===== src/rtl/instruction_fetch_unit_if.sv =====
// Fetch-unit bus bundle: instruction-memory req/ack, redirect input and
// the valid/ready instruction hand-off to decode.
interface instruction_fetch_unit_if;
  logic        imem_req;
  logic [31:0] imem_addr;
  logic        imem_ack;
  logic [31:0] imem_rdata;
  logic        redirect_valid;
  logic [31:0] redirect_target;
  logic        instr_valid;
  logic        instr_ready;
  logic [31:0] instr;
  logic [31:0] instr_pc;
  logic [31:0] instr_pc_plus4;

  modport master (
    output imem_req, imem_addr, instr_valid, instr, instr_pc, instr_pc_plus4,
    input  imem_ack, imem_rdata, redirect_valid, redirect_target, instr_ready
  );

  modport slave (
    input  imem_req, imem_addr, instr_valid, instr, instr_pc, instr_pc_plus4,
    output imem_ack, imem_rdata, redirect_valid, redirect_target, instr_ready
  );
endinterface


===== src/rtl/instruction_fetch_unit.sv =====
// MIPS instruction fetch: owns the PC, issues one request at a time to a
// variable-latency imem and hands each word to decode via a one-entry register.
module instruction_fetch_unit #(
  parameter logic [31:0] RESET_VECTOR = 32'hBFC00000,
  parameter logic [31:0] PC_INC       = 32'd4
) (
  input logic                         clk,
  input logic                         reset,
  instruction_fetch_unit_if.master    fi
);
  typedef enum logic [1:0] {IDLE, REQ, HOLD, DRAIN} state_t;

  state_t      state, state_nxt;
  logic [31:0] pc, pc_nxt, tgt;
  logic        cap;

  assign tgt = {fi.redirect_target[31:2], 2'b00};

  // Redirect outranks ack/ready; a response that coincides with a redirect
  // belongs to the abandoned path and is dropped.
  always_comb begin
    state_nxt = state;
    pc_nxt    = pc;
    cap       = 1'b0;
    unique case (state)
      IDLE: begin
        state_nxt = REQ;
        if (fi.redirect_valid) pc_nxt = tgt;
      end
      REQ: begin
        if (fi.redirect_valid) begin
          pc_nxt    = tgt;
          state_nxt = fi.imem_ack ? REQ : DRAIN;
        end else if (fi.imem_ack) begin
          cap       = 1'b1;
          pc_nxt    = pc + PC_INC;
          state_nxt = HOLD;
        end
      end
      HOLD: begin
        if (fi.redirect_valid) begin
          pc_nxt    = tgt;
          state_nxt = REQ;
        end else if (fi.instr_ready) begin
          state_nxt = REQ;
        end
      end
      DRAIN: begin
        if (fi.redirect_valid) pc_nxt = tgt;
        if (fi.imem_ack)       state_nxt = REQ;
      end
    endcase
  end

  // imem_addr doubles as the latched in-flight address: it only follows pc
  // when the next state is REQ, so DRAIN keeps presenting the abandoned one.
  always_ff @(posedge clk) begin
    if (!reset) begin
      state             <= IDLE;
      pc                <= RESET_VECTOR;
      fi.imem_req       <= 1'b0;
      fi.imem_addr      <= RESET_VECTOR;
      fi.instr_valid    <= 1'b0;
      fi.instr          <= '0;
      fi.instr_pc       <= '0;
      fi.instr_pc_plus4 <= '0;
    end else begin
      state       <= state_nxt;
      pc          <= pc_nxt;
      fi.imem_req <= (state_nxt == REQ) || (state_nxt == DRAIN);
      if (state_nxt == REQ) fi.imem_addr <= pc_nxt;
      if (cap) begin
        fi.instr          <= fi.imem_rdata;
        fi.instr_pc       <= pc;
        fi.instr_pc_plus4 <= pc + PC_INC;
        fi.instr_valid    <= 1'b1;
      end else if (state_nxt != HOLD) begin
        fi.instr_valid    <= 1'b0;
      end
    end
  end
endmodule


===== src/flat_wrapper.sv =====
// flat-port wrapper written by rule: the top's interface ports become plain ports
module instruction_fetch_unit_flat 
#(
  parameter logic [31:0] RESET_VECTOR = 32'hBFC00000,
  parameter logic [31:0] PC_INC       = 32'd4
)
  (clk, reset, fi_imem_req, fi_imem_addr, fi_instr_valid, fi_instr, fi_instr_pc, fi_instr_pc_plus4, fi_imem_ack, fi_imem_rdata, fi_redirect_valid, fi_redirect_target, fi_instr_ready);
  instruction_fetch_unit_if fi_i ();
  input logic clk;
  input logic reset;
  output wire logic [$bits(fi_i.imem_req)-1:0] fi_imem_req;
  output wire logic [$bits(fi_i.imem_addr)-1:0] fi_imem_addr;
  output wire logic [$bits(fi_i.instr_valid)-1:0] fi_instr_valid;
  output wire logic [$bits(fi_i.instr)-1:0] fi_instr;
  output wire logic [$bits(fi_i.instr_pc)-1:0] fi_instr_pc;
  output wire logic [$bits(fi_i.instr_pc_plus4)-1:0] fi_instr_pc_plus4;
  input wire logic [$bits(fi_i.imem_ack)-1:0] fi_imem_ack;
  input wire logic [$bits(fi_i.imem_rdata)-1:0] fi_imem_rdata;
  input wire logic [$bits(fi_i.redirect_valid)-1:0] fi_redirect_valid;
  input wire logic [$bits(fi_i.redirect_target)-1:0] fi_redirect_target;
  input wire logic [$bits(fi_i.instr_ready)-1:0] fi_instr_ready;
  assign fi_imem_req = fi_i.imem_req;
  assign fi_imem_addr = fi_i.imem_addr;
  assign fi_instr_valid = fi_i.instr_valid;
  assign fi_instr = fi_i.instr;
  assign fi_instr_pc = fi_i.instr_pc;
  assign fi_instr_pc_plus4 = fi_i.instr_pc_plus4;
  assign fi_i.imem_ack = fi_imem_ack;
  assign fi_i.imem_rdata = fi_imem_rdata;
  assign fi_i.redirect_valid = fi_redirect_valid;
  assign fi_i.redirect_target = fi_redirect_target;
  assign fi_i.instr_ready = fi_instr_ready;
  instruction_fetch_unit #(.RESET_VECTOR(RESET_VECTOR), .PC_INC(PC_INC)) u_core (.clk(clk), .reset(reset), .fi(fi_i));
endmodule

===== config.mk =====
export PLATFORM = sky130hd
export DESIGN_NAME = instruction_fetch_unit_flat
export DESIGN_NICKNAME = d
export VERILOG_FILES = /design/src/rtl/instruction_fetch_unit_if.sv /design/src/rtl/instruction_fetch_unit.sv /design/src/flat_wrapper.sv
export SDC_FILE = /design/constraint.sdc
export NUM_CORES = 1
export LEC_CHECK = 0
export ABC_AREA = 1
export BUFFER_PORTS_ARGS = -buffer_cell sky130_fd_sc_hd__buf_2
export CORE_MARGIN = 2
export CORE_UTILIZATION = 51
export DETAILED_ROUTE_END_ITERATION = 12
export MAX_ROUTING_LAYER = met4
export PLACE_DENSITY = 0.88
export SLEW_MARGIN = 20
export SYNTH_ARGS = -nofsm -noshare
export SYNTH_HDL_FRONTEND = slang
export SYNTH_SLANG_ARGS = --single-unit
export TNS_END_PERCENT = 1

===== constraint.sdc =====
create_clock -name clk -period 2 [get_ports clk]
set_input_delay 0.3 -clock clk [delete_from_list [all_inputs] [get_ports clk]]
set_output_delay 0.3 -clock clk [all_outputs]
set_load 0.01 [all_outputs]

Word level (Yosys, flattened, before mapping):

Cells that the tools add are included.

* logic and storage cells: 35
* bits in writable memories: 0
* ROM bits: 0
* memories kept: 0
* input port bits: 69
* latch bits: 0
* register bits: 164
* output and inout port bits: 130

* bitwise logic cells: 0
* shifts and indexed selects: 0
* divide/modulo/power cells: 0
* equal/unequal tests: 6
* reductions and logical operators: 4
* $add $sub $neg: 1
* multiply operators: 0
* order comparisons: 0
* multiplexer cells: 16

Operators by type and width (count)
* 32-bit two-way mux: 3
* 32-bit one-hot mux with 2 select lines: 1
* 32-bit by 3-bit adder with 32-bit output (second input constant): 1
* 2-bit two-way mux: 6
* 2-bit one-hot mux with 4 select lines: 1
* 2-bit equality test (second input constant): 3
* 1-bit two-way mux: 5
* 2-bit by 1-bit equality test with 1-bit output (second input constant): 2
* 3-bit OR reduction: 1
* 2-bit zero test: 1
* 2-bit != test (second input constant): 1
* 2-bit nonzero test: 1
* 1-bit logical OR: 1

Logic depth before layout (Yosys ltp):

Gate-level depths: netlist of the first run.

* depth in word-level cells: 6
* mapped depth: 12
* gate-level depth less buffers: 12

Least setup slack after synthesis of the first run:

No wires, ideal clock.

* path type: register to register
* start point: register u_core.pc[2]
* end point: register u_core.fi.imem_addr[16]
* slack: 0.406 ns
* library setup time: 0.109 ns
* path buffers: 0
* cell stages (with the launch flop): 10
* data arrival time: 1.485 ns
* required time: 1.891 ns
* clock period less this slack: 1.594 ns
* path through: dfxtp_1 > ha_1 > nand3_1 > nor2_1 > nand3_1 > xor2_1 > nand2_1 > nand3_1 > nand2_1 > inv_1

* longest elaborated chain between the ends: 4

RTL lines
* from (decl): line instruction_fetch_unit.sv:14 `logic [31:0] pc, pc_nxt, tgt;`
* from (signal assigned): line instruction_fetch_unit.sv:69 `pc <= pc_nxt;`
* 32-bit by 3-bit adder with 32-bit output: line instruction_fetch_unit.sv:36 `pc_nxt = pc + PC_INC;`
* 32-bit two-way mux: line instruction_fetch_unit.sv:34 `end else if (fi.imem_ack) begin`
* 32-bit two-way mux: line instruction_fetch_unit.sv:31 `if (fi.redirect_valid) begin`
* 32-bit one-hot mux with 2 select lines: line instruction_fetch_unit.sv:25 `unique case (state)`
* to (signal assigned): line instruction_fetch_unit.sv:71 `if (state_nxt == REQ) fi.imem_addr <= pc_nxt;`
* to (decl): line instruction_fetch_unit_if.sv:17 `output imem_req, imem_addr, instr_valid, instr, instr_pc, instr_pc_plus4,`

No other way between the ends.
A chain may end at the register's enable or synchronous reset.

Worst setup path after layout of the first run:

* start point: register u_core.pc[2]
* end point: register u_core.fi.imem_addr[17]

The elaborated chain is that of the path after synthesis.

==> results.toml, run 1 <==
[cells_and_area]
multi_input_area_um2 = 2780
final_cell_count_no_fill = 1271
fin_nets = 1156
layout-drive-gt1-share = 0.240
final_cell_mix = "nand2_1 (212), buf_2 (196), dfxtp_1 (160)"
fin_util = 0.662
regArea_um2 = 3220
diodes = 0
nFillCells = 1076
syn2layout_area_growth_pct = 27.5
final_common_cell = "nand2_1"

[timing]
whs_ns = 0.130
period_share = 0.917
slew_viol_final = 0
tightest_slew_ns = 0.608
skew_ns = 0.0180
hold_violations = 0
rsz0062_at_grt = "false"
fmax_mhz = 545
setup_viol = 0
slew_headroom = 0.592
min_period_ns = 1.83
timing.setup.tns_ns = 0

[clock_tree]
cts_tree = "built"
cts_buffer_depth = 2
cts.htree.levels = 4
clkTransAtPathRegs_ns = 0.06
cts_root_buf = "clkbuf_16"
holdBufCountCts = 0
clock_sinks = 161
clk-insertion-delay-late_ns = 0.43
cts_buffers = 17

[setup_path]
crit_chain = "buf_4, inv_1, nor2_1, nand2_1, nor2_1, xor2_1, nand2_1, nand3_1, nand2_1, inv_1"
worst_path_most_repeated_cell = "nand2_1"
crit_family = "simple AND/OR/NAND/NOR gates"
timing.critical_path.buf_inv = 3
worstPathRequired_ns = 2.38
critPathKind = "flop to flop"
cp-end-kind = "flop"
crit_fanout = 6
slowest_delay_ns = 0.34
crit_arrival_ns = 2.22
critPathLaunchType = "flop"
cp_slowest_cell = "dfxtp_1"

[drt]
vias = 6635
drt_iter0_drc = 417
firstDrtPassIters = 5
ant_nets = 0
viasPerCell = 5.22
avgRoutedWirePerCell_um = 14.6
drc = 0
finalWirelength_um = 18500

[global_route]
grt_pass1_wl_um = 28400
globalRouteOverflowTotal = 0
antenna_found_initial = 0
grt_start_max_net_pins = 88
grt_pass1_vias = 5954
grtUsageTotal = 0.279

[logic_synthesis]
yosys_warnings = 0
synthesis.area_um2 = 6530
ys_seq_area_frac = 0.494
yosys.area_share.adder = 0.00192
synth.area.mux_share = 0
synthSimpleGateAreaFrac = 0.247
synth_xor_area_frac = 0.0148
ys_ff_latch = 161
synth.distinct_cells = 33
syn-num-nets = 967
synth-compound-area-share = 0.163
post_synth.cell_area_avg_um2 = 7.27
synth_top_family_by_area = "simple AND/OR/NAND/NOR gates"
syn_inst = 897

[power_and_ir_drop]
p_per_area_nw_per_um2 = 948
vdd_ir_drop_max_uv = 553
leakage_nw = 4.09
total_power_mw = 7.88

[place]
port_buffers = 196
dp.cells = 1239
hpwl_um = 13300
gp_congestion = 0.992

[die]
rows = 41
die_w_um = 117
die_y_um = 117
initial_core_util = 0.519
die_area_um2 = 13700
ios = 199
core_area_um2 = 12600

[worst_hold_path]
hold_class = "input pin to flop"

[job]
maxCapViolations = 0

[outcome]
status = "finished clean"
## synthesized netlist by cell type
master	number	area, µm²
nand2_1	212	796
dfxtp_1	161	3220
nor2_1	142	533
o21ai_0	97	485
a21oi_1	73	365
inv_1	71	267
nand3_1	31	155
clkbuf_1	22	82.6
buf_2	19	95.1
o21a_1	11	82.6
xor2_1	9	78.8
o22ai_1	8	50.1
buf_4	5	37.5
nand3b_1	5	37.5
inv_2	3	11.3
nand2_2	3	18.8
o211ai_1	3	22.5
or2_2	3	18.8
buf_6	2	22.5
nor2_2	2	12.5
nor2_4	2	22.5
xnor2_1	2	17.5
a211oi_1	1	7.51
a21boi_0	1	7.51
a22oi_1	1	7.51
a2bb2oi_1	1	8.76
a2bb2oi_2	1	15.0
buf_1	1	3.75
clkinv_1	1	3.75
ha_1	1	12.5
nand3_2	1	10.0
nor3_1	1	5.00
o221ai_1	1	8.76
## stage by stage
stage                     area, µm²  setup WS (ns)
final                          8320          0.166
after floorplan                6530          0.406
after CTS                      8320          0.103
after global placement         7700          0.221
after detailed placement       7700          0.165
after global routing           8320         0.0319
## cell type report
type / count / area share
multi-input combinational: 612 / 0.334
clock buffer: 22 / 0.0546
inverter: 75 / 0.0340
clock inverter: 10 / 0.0191
tap: 172 / 0.0259
timing repair buffer: 219 / 0.145
sequential: 161 / 0.388
## tightest hold or removal path, stage by stage
cell,delay (ns)
buf_2,0.07
o21ai_0,0.07
nor2_1,0.08
## metal layers
| metal | routed length [µm] | vias to the layer above | global-route usage |
|---|---|---|---|
| met2 | 8840 | 324 | 0.471 |
| met5 | 0 | - | - |
| li1 | - | 3240 | - |
| met4 | 677 | 0 | 0.140 |
| met1 | 7570 | 3012 | 0.311 |
| met3 | 1420 | 59 | 0.0613 |
## final timing paths
check | from | to | slack (ns) | cells past startpoint
max | u_core.pc[2] | u_core.fi.imem_addr[17] | 0.17 | 10
min | fi_imem_rdata[27] | u_core.fi.instr[27] | 0.13 | 3
max reg2reg | u_core.pc[2] | u_core.fi.imem_addr[17] | 0.17 | 10
min reg2reg | u_core.fi.imem_addr[22] | u_core.fi.imem_addr[22] | 0.45 | 2
## state kept, by name, indices dropped and copies added (netlist names)
name,cells
u_core.fi.imem_addr,32
u_core.fi.instr_pc,30
u_core.fi.instr_pc_plus4,32
u_core.fi.instr,32
u_core.state,1
u_core.fi.instr_valid,1
u_core.pc,32
u_core.fi.imem_req,1
## cell families after synthesis
| logic type | after synthesis |
|---|---|
| flops | 161 |
| fa+ha+maj | 1 |
| compound gates | 198 |
| simple gates | 402 |
| xor+xnor | 11 |
| buf+inv | 124 |
## repair_timing
| action | in CTS | in global routing |
|---|---|---|
| setup buffers | 0 | 0 |
| resized for setup | 0 | 2 |
| endpoints found under the setup margin | 0 | 4 |
## where the power goes
part	leakage, nW	internal (mW)	switching (mW)	total (mW)
Sequential	1.32	3.42	0.135	3.55
Clock	0.294	2.12	1.25	3.36
Combinational	2.47	0.386	0.583	0.969
Total	4.09	5.92	1.97	7.88
(Power assumes the default switching activity.)
==> inputs of run 2 (changes only) <==
- BUFFER_PORTS_ARGS: -buffer_cell sky130_fd_sc_hd__buf_2 -> -buffer_cell sky130_fd_sc_hd__buf_4
==> run 2 against run 1 <==
Effect of this change: sequential power is essentially flat; via count shrank 0.56%; count of clock-buffer cells in the layout grew 3; hold slack is essentially flat; combinational power grew 12%; first-iteration DRC count grew 40%; sequential share of layout area shrank 2.1 points; worst setup slack gained 0.082 ns; register-to-register slack gained 0.08 ns; non-clock buffer count shrank 1; flip-flop and latch count is the same.
==> results.toml, run 2 (synthesis gave the netlist of run 1 again) <==
[die]
rows = 41
ios = 199
core_area_um2 = 12600
die_area_um2 = 13700
die_y_um = 117
die_w_um = 117
initial_core_util = 0.519

[drt]
viasPerCell = 5.20
vias = 6598
finalWirelength_um = 18900
firstDrtPassIters = 5
drc = 0
ant_nets = 0
drt_iter0_drc = 584
avgRoutedWirePerCell_um = 14.9

[place]
hpwl_um = 13600
port_buffers = 196
placed_area_um2 = 8190
gp_congestion = 0.966

[cells_and_area]
fin_nets = 1155
syn2layout_area_growth_pct = 34.8
final_common_cell = "buf_4"
diodes = 0
final_cell_mix = "buf_4 (214), nand2_1 (212), dfxtp_1 (161)"
layout-drive-gt1-share = 0.237
stdcell_area_um2 = 8800

[setup_path]
slowest_delay_ns = 0.33
critPathLaunchType = "flop"
critPathKind = "flop to flop"
crit_chain = "buf_4, nand2_1, nor2_1, nand2_1, nor2_1, xor2_1, nand2_1, nand3_1, nand2_1, inv_1"
crit_arrival_ns = 2.12
timing.critical_path.buf_inv = 2
cp-end-kind = "flop"
cp_slowest_cell = "dfxtp_1"
crit_fanout = 4
crit_family = "simple AND/OR/NAND/NOR gates"
worstPathRequired_ns = 2.37
worst_path_most_repeated_cell = "nand2_1"

[timing]
fmax_mhz = 571
timing.setup.tns_ns = 0
rsz0062_at_grt = "false"
setup_viol = 0
tightest_slew_ns = 0.520
min_period_ns = 1.75
skew_ns = 0.00570
hold_violations = 0
slew_headroom = 0.651
period_share = 0.876
slew_viol_final = 0

[clock_tree]
clock_sinks = 161
cts_tree = "built"
cts_buffers = 17
cts_buffer_depth = 2
post_cts_buffers = 0
holdBufCountCts = 0
cts.htree.levels = 4
clk-insertion-delay-late_ns = 0.42
cts_root_buf = "clkbuf_16"
ctsResizeCount = 0
clkTransAtPathRegs_ns = 0.06

[global_route]
grt_pass1_vias = 6076
grt_start_max_net_pins = 88
grt_pass1_wl_um = 28800
antenna_found_initial = 0
grtUsageTotal = 0.281
globalRouteOverflowTotal = 0

[power_and_ir_drop]
vdd_ir_drop_max_uv = 560
leakage_nw = 4.17
p_per_area_nw_per_um2 = 907

[outcome]
status = "finished clean"

[worst_hold_path]
hold_class = "input pin to flop"

[job]
maxCapViolations = 0
[run 2: changes by cell type in the layout (fill, tap and decap cells not counted), moves of 2 or more]
cell,delta
buf_4,+195
clkinvlp_4,-2
buf_2,-196
clkbuf_8,+4
[run 2: per-layer routing]
layer / track usage / part of all wire
met1: 0.317 / 0.41
met2: 0.472 / 0.49
met3: 0.0736 / 0.070
met4: 0.118 / 0.029
met5: - / 0
[run 2: worst min-delay path, stage by stage]
cell	delay (ns)
buf_4	0.07
o21ai_0	0.07
nor2_1	0.08
[run 2: report_power, final]
part,internal (mW),switching [mW],total [mW]
logic,0.502,0.584,1.09
clock network,2.11,1.22,3.34
registers,3.42,0.142,3.56
total,6.03,1.95,7.98
[run 2: area by class of cell]
type                       count  area [µm²]
fill                        1049        3770
sequential                   161        3220
clock buffer                  25         505
inverter                      75         283
multi-input combinational    612        2780
tap                          172         215
clock inverter                 5         100
timing repair buffer         218        1690
[run 2: worst paths after layout]
path | from | end | slack [ns] | cells past startpoint
setup / recovery | u_core.pc[3] | u_core.fi.imem_addr[17] | 0.25 | 10
hold / removal | fi_imem_rdata[28] | u_core.fi.instr[28] | 0.13 | 3
setup reg to reg | u_core.pc[3] | u_core.fi.imem_addr[17] | 0.25 | 10
hold reg to reg | u_core.fi.imem_addr[22] | u_core.fi.imem_addr[22] | 0.45 | 2
[run 2: per-stage QoR]
step / setup WS (ns) / instances / power, mW / hold WS [ns] / util
3_5_place_dp: 0.256 / 1238 / 4.70 / 0.446 / 0.651
2_1_floorplan: 0.406 / 897 / 4.17 / 0.440 / -
3_3_place_gp: 0.293 / 1238 / 4.68 / 0.441 / 0.651
5_1_grt: 0.0314 / 1268 / 8.31 / 0.134 / 0.700
4_1_cts: 0.235 / 1268 / 8.02 / 0.120 / 0.700
6_report: 0.248 / 1268 / 7.98 / 0.129 / 0.700
